## src/rtl/voice_allocator.sv

```systemverilog
// Polyphonic voice allocator: maps note-on/off events onto envelope-generator voices,
// choosing retrigger, free, releasing or stolen voices and forcing a one-cycle gate gap on reuse.
module voice_allocator #(
    parameter int unsigned NUM_VOICES = 4,
    parameter int unsigned NOTE_BITS  = 7,
    parameter int unsigned AGE_BITS   = 8,
    localparam int unsigned VOICE_W   = $clog2(NUM_VOICES)
) (
    input  logic                            clk,
    input  logic                            rst,
    input  logic                            ev_valid,
    output logic                            ev_ready,
    input  logic                            ev_note_on,
    input  logic [NOTE_BITS-1:0]            ev_note,
    input  logic [NUM_VOICES-1:0]           env_active,
    output logic [NUM_VOICES-1:0]           gate,
    output logic [NUM_VOICES*NOTE_BITS-1:0] voice_note,
    output logic                            alloc_valid,
    output logic [VOICE_W-1:0]              alloc_voice,
    output logic                            stolen
);

    localparam logic [AGE_BITS-1:0] AGE_MAX = '1;

    typedef enum logic {IDLE, GAP} state_t;

    state_t                            state_q, state_d;
    logic [AGE_BITS-1:0]               age_q [NUM_VOICES];
    logic [AGE_BITS-1:0]               age_d [NUM_VOICES];
    logic [NUM_VOICES-1:0]             gate_d;
    logic [NUM_VOICES*NOTE_BITS-1:0]   note_d;
    logic [NOTE_BITS-1:0]              pend_note_q, pend_note_d;
    logic [VOICE_W-1:0]                pend_voice_q, pend_voice_d;
    logic                              pend_steal_q, pend_steal_d;
    logic                              alloc_valid_d, stolen_d;
    logic [VOICE_W-1:0]                alloc_voice_d;

    logic [NUM_VOICES-1:0]             match;
    logic                              hit_a, hit_b, hit_c, hit_d;
    logic [VOICE_W-1:0]                v_a, v_b, v_c, v_d;
    logic [AGE_BITS-1:0]               best_c, best_d;
    logic [VOICE_W-1:0]                victim;
    logic                              victim_gated, victim_steal;

    // Voices currently gated with the event's note
    always_comb begin
        match = '0;
        for (int i = 0; i < NUM_VOICES; i++) begin
            match[i] = gate[i] && (voice_note[i*NOTE_BITS +: NOTE_BITS] == ev_note);
        end
    end

    // Victim priority: retrigger, free, oldest releasing, oldest gated (ties to lowest index)
    always_comb begin
        hit_a  = 1'b0;
        hit_b  = 1'b0;
        hit_c  = 1'b0;
        hit_d  = 1'b0;
        v_a    = '0;
        v_b    = '0;
        v_c    = '0;
        v_d    = '0;
        best_c = '0;
        best_d = '0;
        for (int i = 0; i < NUM_VOICES; i++) begin
            if (match[i] && !hit_a) begin
                hit_a = 1'b1;
                v_a   = VOICE_W'(i);
            end
            if (!gate[i] && !env_active[i] && !hit_b) begin
                hit_b = 1'b1;
                v_b   = VOICE_W'(i);
            end
            if (!gate[i] && (!hit_c || age_q[i] > best_c)) begin
                hit_c  = 1'b1;
                v_c    = VOICE_W'(i);
                best_c = age_q[i];
            end
            if (gate[i] && (!hit_d || age_q[i] > best_d)) begin
                hit_d  = 1'b1;
                v_d    = VOICE_W'(i);
                best_d = age_q[i];
            end
        end
        victim       = v_d;
        victim_gated = 1'b1;
        victim_steal = 1'b1;
        if (hit_a) begin
            victim       = v_a;
            victim_steal = 1'b0;
        end else if (hit_b) begin
            victim       = v_b;
            victim_gated = 1'b0;
            victim_steal = 1'b0;
        end else if (hit_c) begin
            victim       = v_c;
            victim_gated = 1'b0;
            victim_steal = 1'b0;
        end
    end

    // Next-state and next-output logic
    always_comb begin
        state_d       = state_q;
        gate_d        = gate;
        note_d        = voice_note;
        age_d         = age_q;
        pend_note_d   = pend_note_q;
        pend_voice_d  = pend_voice_q;
        pend_steal_d  = pend_steal_q;
        alloc_valid_d = 1'b0;
        alloc_voice_d = alloc_voice;
        stolen_d      = 1'b0;
        case (state_q)
            IDLE: begin
                if (ev_valid && ev_note_on) begin
                    for (int i = 0; i < NUM_VOICES; i++) begin
                        if (VOICE_W'(i) == victim) begin
                            age_d[i] = '0;
                        end else if (age_q[i] != AGE_MAX) begin
                            age_d[i] = age_q[i] + AGE_BITS'(1);
                        end
                    end
                    if (victim_gated) begin
                        gate_d[victim] = 1'b0;
                        pend_note_d    = ev_note;
                        pend_voice_d   = victim;
                        pend_steal_d   = victim_steal;
                        state_d        = GAP;
                    end else begin
                        gate_d[victim] = 1'b1;
                        note_d[int'(victim)*NOTE_BITS +: NOTE_BITS] = ev_note;
                        alloc_valid_d  = 1'b1;
                        alloc_voice_d  = victim;
                    end
                end else if (ev_valid) begin
                    gate_d = gate & ~match;
                end
            end
            GAP: begin
                gate_d[pend_voice_q] = 1'b1;
                note_d[int'(pend_voice_q)*NOTE_BITS +: NOTE_BITS] = pend_note_q;
                alloc_valid_d = 1'b1;
                alloc_voice_d = pend_voice_q;
                stolen_d      = pend_steal_q;
                state_d       = IDLE;
            end
            default: state_d = IDLE;
        endcase
    end

    // State and output registers
    always_ff @(posedge clk) begin
        if (rst) begin
            state_q      <= IDLE;
            ev_ready     <= 1'b1;
            gate         <= '0;
            voice_note   <= '0;
            pend_note_q  <= '0;
            pend_voice_q <= '0;
            pend_steal_q <= 1'b0;
            alloc_valid  <= 1'b0;
            alloc_voice  <= '0;
            stolen       <= 1'b0;
            for (int i = 0; i < NUM_VOICES; i++) begin
                age_q[i] <= '0;
            end
        end else begin
            state_q      <= state_d;
            ev_ready     <= (state_d == IDLE);
            gate         <= gate_d;
            voice_note   <= note_d;
            pend_note_q  <= pend_note_d;
            pend_voice_q <= pend_voice_d;
            pend_steal_q <= pend_steal_d;
            alloc_valid  <= alloc_valid_d;
            alloc_voice  <= alloc_voice_d;
            stolen       <= stolen_d;
            for (int i = 0; i < NUM_VOICES; i++) begin
                age_q[i] <= age_d[i];
            end
        end
    end

endmodule

```

## config.mk

```make
export PLATFORM = sky130hd
export DESIGN_NAME = voice_allocator
export DESIGN_NICKNAME = d
export VERILOG_FILES = /design/src/rtl/voice_allocator.sv
export SDC_FILE = /design/constraint.sdc
export NUM_CORES = 1
export LEC_CHECK = 0
export BUFFER_PORTS_ARGS = -buffer_cell sky130_fd_sc_hd__clkbuf_2
export CAP_MARGIN = 25
export CELL_PAD_IN_SITES_DETAIL_PLACEMENT = 0
export CELL_PAD_IN_SITES_GLOBAL_PLACEMENT = 1
export CORE_ASPECT_RATIO = 2
export CORE_MARGIN = 5
export CORE_UTILIZATION = 40
export CTS_CLUSTER_DIAMETER = 120
export DETAILED_ROUTE_END_ITERATION = 8
export PLACE_DENSITY = 0.83
export SLEW_MARGIN = 5
export SYNTH_ARGS = -nofsm -noshare
export SYNTH_HDL_FRONTEND = slang
export SYNTH_SLANG_ARGS = --single-unit
```

## constraint.sdc

```tcl
create_clock -name clk -period 10.1 [get_ports clk]
set_input_delay 0.505 -clock clk [delete_from_list [all_inputs] [get_ports clk]]
set_output_delay 0.505 -clock clk [all_outputs]
set_load 0.01 [all_outputs]
```

==> flow_metrics.env, run 1 <==
export IMPL_grt_overflow_total=0
export IMPL_final_hold_violation_count=0
export IMPL_timing_fmax_mhz=122
export IMPL_h_tree_depth=3
export IMPL_yosys_cell_types_count=67
export IMPL_power_frac_seq=0.366
export IMPL_placed_cell_area_mm2=0.00644
export IMPL_die_area_mm2=0.0180
export IMPL_synth_area_mm2=0.00610
export IMPL_clock_latency_ps=350
export IMPL_cp_end_kind="flop"
export IMPL_tightest_slew_ps=947
export IMPL_leakage_nw=2.57
export IMPL_hp_class="reg2reg"
export IMPL_yosys_top_cells_count="nor2_1 (82), dfxtp_1 (80), ha_1 (64), nand2_1 (45), xnor2_1 (40)"
export IMPL_min_path_cells=1
export IMPL_syn_inst=733
export IMPL_finalCritPeriodShare=0.810
export IMPL_initial_core_util=0.403
export IMPL_detailedRoute_firstIterationViolations=369
export IMPL_power_density_mw_per_mm2=134
export IMPL_yosysWarnings=0
export IMPL_avgViaCountPerCell=5.86
export IMPL_antenna_found_initial=0
export IMPL_synth_seq_area_share=0.262
export IMPL_crit_type="reg2reg"
export IMPL_cts_repair_resized=0
export IMPL_rsz0062_at_grt="false"
export IMPL_max_slew_margin_rel=0.368
export IMPL_pin_count=52
export IMPL_drv_slew=0
export IMPL_clk_pin_slew_ps=70
export IMPL_pre_cts_ws_ps=2050
export IMPL_switching_share=0.307
export IMPL_detail_route_first_pass_iterations=6
export IMPL_post_cts_repair_setup_buffers=0
export IMPL_dp_hpwl_um=13800
export IMPL_cp_common_cell="ha_1"
export IMPL_setup_tns_ps=0
export IMPL_final_nets=840
export IMPL_cts_made_buffers=9
export IMPL_holdWs_ps=476
export IMPL_route_detailed_drc=0
export IMPL_drtAntennaViolNets=0
export IMPL_p_comb_frac=0.210
export IMPL_r2r_cells=29
export IMPL_reg2reg_slack_ps=1920
export IMPL_die_w_um=97.4
export IMPL_cts_root_buf="clkbuf_16"
export IMPL_maxCapViolations=0
export IMPL_ys_flop_type="dfxtp_1"
export IMPL_cts_tree="yes"
export IMPL_grt_max_degree=56
export IMPL_p_int_w=0.000628
export IMPL_wl_per_cell_um=19.0
export IMPL_ir_drop_uv=78.2
export IMPL_core_area_mm2=0.0151
export IMPL_antennaDiodeCount=0
export IMPL_switchingPower_w=0.000279
export IMPL_areaGrowthSynthToFinish_pct=11.1
export IMPL_drive_above_1_share=0.135
export IMPL_ys_top_cells_by_area="dfxtp_1 (26%), ha_1 (13%), xnor2_1 (5.7%), nor2_1 (5.0%), a22oi_1 (3.7%)"
export IMPL_setup_ws_ps=1920
export IMPL_final_area_mm2=0.00679
export IMPL_cpMaxStageDelayCell="a2111oi_0"
export IMPL_grt_usage=0.205
export IMPL_cp_max_fo=16
export IMPL_cp_start_kind="flop"
export IMPL_grt_pass1_wl_um=29900
export IMPL_synth_top_cell_area_share=0.262
export IMPL_yosysMostFrequentCell="nor2_1"
export IMPL_status="finished, final reports clean"
export IMPL_grt_pass1_vias=5558
export IMPL_layout_min_cycle_time_ps=8180
export IMPL_power_frac_clock=0.424
export IMPL_nFillCells=1511
export IMPL_utilization=0.448
export IMPL_arrival_ps=8460
export IMPL_setup_violations=0
export IMPL_required_ps=10370
export IMPL_synth_seq_cells=80
export IMPL_clock_skew_final_ps=8.55
export IMPL_dr_total_vias=5646
export IMPL_die_y_um=185
export IMPL_gp_congestion=0.898
export IMPL_synthesis_nets=812
export IMPL_postSynthAreaPerCell_um2=8.33
export IMPL_cts_sinks=80
export IMPL_wirelength_um=18300
export IMPL_rows=64
export IMPL_max_stage_delay_ps=780
export IMPL_cts_max_path_buffers=2
export IMPL_port_buffers=51
export IMPL_synth_edf_count=0
export IMPL_synth_top_area_cell="dfxtp_1"
export IMPL_postCtsHoldBufs=0
export IMPL_synth_async_reset_ratio=0
-- routing by layer --
metal	routed length, um	GRT usage
met1	8470	0.269
met2	8780	0.346
met5	0	0
met3	663	0.0295
met4	426	0.0710
-- cell families after synthesis --
family	count (synthesis)	synth area share
DFF	80	0.262
xor gates and xnor gates	49	0.0703
adders and majority gates	64	0.131
muxes	27	0.0476
AOI/OAI and AO/OA	186	0.221
buffers and inverters	68	0.0500
and+or+nand+nor	259	0.217
-- final cells by class --
type | count | area [um2] | area share
repair buffers | 54 | 278 | 0.0409
clock inverters | 6 | 115 | 0.0170
multi-input cells | 585 | 4200 | 0.619
inverters | 31 | 116 | 0.0171
flip-flops and latches | 80 | 1600 | 0.236
clock buffers | 9 | 225 | 0.0332
well taps | 198 | 248 | 0.0365
-- per-stage QoR --
step	total power, W	std cells
finish	0.000906	963
global route	0.000945	963
CTS	0.000911	963
detailed placement	0.000525	948
global placement	0.000525	948
floorplan	0.000479	733
-- power groups by stage --
| stage | logic (W) | clock network [W] | registers (W) |
|---|---|---|---|
| global route | 0.000209 | 0.000404 | 0.000332 |
| CTS | 0.000189 | 0.000391 | 0.000331 |
| floorplan | 0.000142 | 0 | 0.000337 |
| global placement | 0.000187 | 0 | 0.000338 |
| finish | 0.000190 | 0.000385 | 0.000331 |
| detailed placement | 0.000187 | 0 | 0.000338 |
-- worst max-delay path, delay by kind of cell (launching register included) --
kind | cells | cell delay (ps)
AOI/OAI and AO/OA | 13 | 3360
buffers and inverters | 1 | 310
DFF | 1 | 310
adders and majority gates | 4 | 1120
muxes | 1 | 440
and+or+nand+nor | 10 | 2580
-- cell usage in the layout (no fill, tap or decap), types with 5 or more instances in the layout --
master     count
a21oi_1       38
o31ai_1       14
nand4_1       20
o41ai_1       10
o211ai_1       7
nand3_1       28
nor3b_1        5
mux2i_1       11
dfxtp_1       80
or4_1          8
ha_1          64
a21o_1        10
a31oi_1       13
mux2_2        16
o21ai_1        9
clkbuf_2      51
o21ai_0       11
xnor2_1       40
nand2b_1       9
a22oi_1       30
and3_1        11
nor2b_1       16
xor2_1         9
nor2_1        82
nand2_1       45
nor3_1        13
inv_1         30
clkbuf_16      9
-- state kept, by name (all words and copies together), names as in the netlist, 2 cells and up, named ones only --
register	cells
age_q	32
alloc_voice	2
pend_note_q	7
pend_voice_q	2
voice_note	28
-- path summary, 6_finish.rpt --
kind | startpoint | to
worst max-delay path | flop | voice_note[13]
worst min-delay path | pend_steal_q | stolen
worst max register to register | flop | voice_note[13]
worst min register to register | pend_steal_q | stolen
Note: power is estimated with default switching activity, not from simulation.
==> run 2: changes to the inputs <==
==> constraint.sdc (replaced) <==
create_clock -name clk -period 8.55 [get_ports clk]
set_input_delay 0.4275 -clock clk [delete_from_list [all_inputs] [get_ports clk]]
set_output_delay 0.4275 -clock clk [all_outputs]
set_load 0.01 [all_outputs]
==> run 2 against run 1 <==
  * Worst hold slack got worse by 17 ps
  * Largest power group is now registers
  * Via count rose by 2.1%
  * Clock-buffer cell count is 1 higher
  * Clock skew grew 1.5 ps
  * Sequential share of layout area fell by 0.23 points
  * Global-route usage fell by 0.56 points
  * Combinational power up 27%
  * Critical path type unchanged
  * Cell count grew 0.93%
  * Clock power is 2% higher
  * Sequential power is 19% higher
  * Die area did not move
==> flow_metrics.env, run 2 (same netlist as run 1, synthesis figures left out) <==
export IMPL_hp_class="in2reg"
export IMPL_h_tree_depth=3
export IMPL_clock_skew_final_ps=10.1
export IMPL_required_ps=8820
export IMPL_finalCritPeriodShare=0.926
export IMPL_leakage_nw=2.60
export IMPL_gp_congestion=0.920
export IMPL_clk_pin_slew_ps=70
export IMPL_maxCapViolations=0
export IMPL_cts_made_buffers=9
export IMPL_setup_violations=0
export IMPL_layout_min_cycle_time_ps=7910
export IMPL_cts_tree="yes"
export IMPL_seq_area_mm2=0.00160
export IMPL_cp_max_fo=16
export IMPL_avgViaCountPerCell=5.93
export IMPL_drive_above_1_share=0.155
export IMPL_final_cell_mix="nor2_1 (82), dfxtp_1 (80), ha_1 (64), clkbuf_2 (51), nand2_1 (44)"
export IMPL_detailedRoute_firstIterationViolations=422
export IMPL_reg_top3="age_q x32, voice_note x28, pend_note_q x7"
export IMPL_grt_max_degree=56
export IMPL_areaGrowthSynthToFinish_pct=12.3
export IMPL_cp_end_kind="flop"
export IMPL_setup_tns_ps=0
export IMPL_cts_root_buf="clkbuf_16"
export IMPL_max_slew_margin_rel=0.374
export IMPL_timing_fmax_mhz=126
export IMPL_utilization=0.453
export IMPL_power_density_mw_per_mm2=150
export IMPL_route_detailed_drc=0
export IMPL_final_common_cell="nor2_1"
export IMPL_postCtsHoldBufs=0
export IMPL_clock_latency_ps=350
export IMPL_wl_per_cell_um=18.6
export IMPL_tightest_slew_ps=937
export IMPL_antennaDiodeCount=0
export IMPL_pin_count=52
export IMPL_worst_path_buf_inv=2
export IMPL_arrival_ps=8190
export IMPL_setup_ws_ps=637
export IMPL_cpMaxStageDelayCell="dfxtp_1"
export IMPL_dp_hpwl_um=13800
export IMPL_grt_pass1_vias=5442
export IMPL_die_w_um=97.4
export IMPL_top_register="age_q"
export IMPL_dr_total_vias=5762
export IMPL_cp_start_kind="flop"
export IMPL_crit_type="reg2reg"
export IMPL_grt_usage=0.200
export IMPL_initial_core_util=0.403
export IMPL_ir_drop_uv=106
export IMPL_wirelength_um=18100
export IMPL_critPathTopFamily="compound AO/OA/AOI/OAI gates"
export IMPL_final_hold_violation_count=0
export IMPL_largest_reg_flops=32
export IMPL_grt_pass1_wl_um=29200
export IMPL_cp_common_cell="ha_1"
export IMPL_status="finished, final reports clean"
export IMPL_cts_max_path_buffers=2
export IMPL_max_stage_delay_ps=550
export IMPL_pre_cts_ws_ps=52.4
export IMPL_grt_overflow_total=0
export IMPL_antenna_found_initial=0
export IMPL_drtAntennaViolNets=0
export IMPL_nFillCells=1510
export IMPL_core_area_mm2=0.0151
export IMPL_rsz0062_at_grt="false"
export IMPL_die_y_um=185
export IMPL_detail_route_first_pass_iterations=6
export IMPL_final_nets=848
export IMPL_die_area_mm2=0.0180
export IMPL_instances_no_fill=972
export IMPL_multiInputGateArea_mm2=0.00424
export IMPL_p_total_w=0.00103
export IMPL_port_buffers=51
export IMPL_rows=64
export IMPL_cts_sinks=80
export IMPL_dp_cells=951
export IMPL_drv_slew=0
==> run 2: cell count changes in the layout (fill, tap and decap cells not counted), sizes merged <==
cell and change:
buf +8, bufinv -3, clkbuf +1, clkinvlp -1
inv +4
==> run 2: routing by layer <==
layer	vias up	global-route usage	routed length, um
met3	25	0.0277	900
met2	177	0.323	8550
li1	2794	-	-
met1	2766	0.274	8220
met5	-	0	0
met4	0	0.0682	403
==> run 2: timing repair <==
action | 4_1_cts | 5_1_grt
buffers inserted | 0 | 5
setup endpoints to repair | 0 | 59
gates resized for setup | 0 | 10
==> run 2: worst reg2reg max path: cells and delay by family, from the launching register on <==
| kind | cells | cell delay (ps) |
|---|---|---|
| fa+ha+maj | 4 | 1050 |
| flops | 1 | 550 |
| buf+inv | 2 | 590 |
| compound gates | 13 | 3210 |
| simple gates | 9 | 2080 |
| mux | 1 | 370 |
==> run 2: worst paths after layout <==
kind	cells past startpoint	start	slack [ps]	endpoint
worst max-delay path	29	flop	640	voice_note[13]
worst max register to register	29	flop	640	voice_note[13]
worst min register to register	1	pend_steal_q	480	stolen
worst min-delay path	3	ev_note[5]	460	voice_note[5]
==> run 2: report_power, final <==
group          switching (W)  internal [W]  total (W)
Clock               0.000181      0.000212   0.000393
Sequential         0.0000127      0.000380   0.000393
Combinational       0.000155     0.0000878   0.000242
==> run 2: layout make-up <==
| class | instances | area share |
|---|---|---|
| multi-input combinational | 585 | 0.619 |
| sequential | 80 | 0.234 |
| timing repair buffer | 62 | 0.0511 |
| tap | 198 | 0.0362 |
| clock buffer | 10 | 0.0349 |
| inverter | 31 | 0.0170 |
| clock inverter | 6 | 0.00803 |
==> run 2: through the flow <==
stage	hold WS, ps	area (um2)
2_1_floorplan	457	6100
5_1_grt	481	6850
4_1_cts	452	6760
3_5_place_dp	468	6460
3_3_place_gp	473	6460
6_report	460	6850
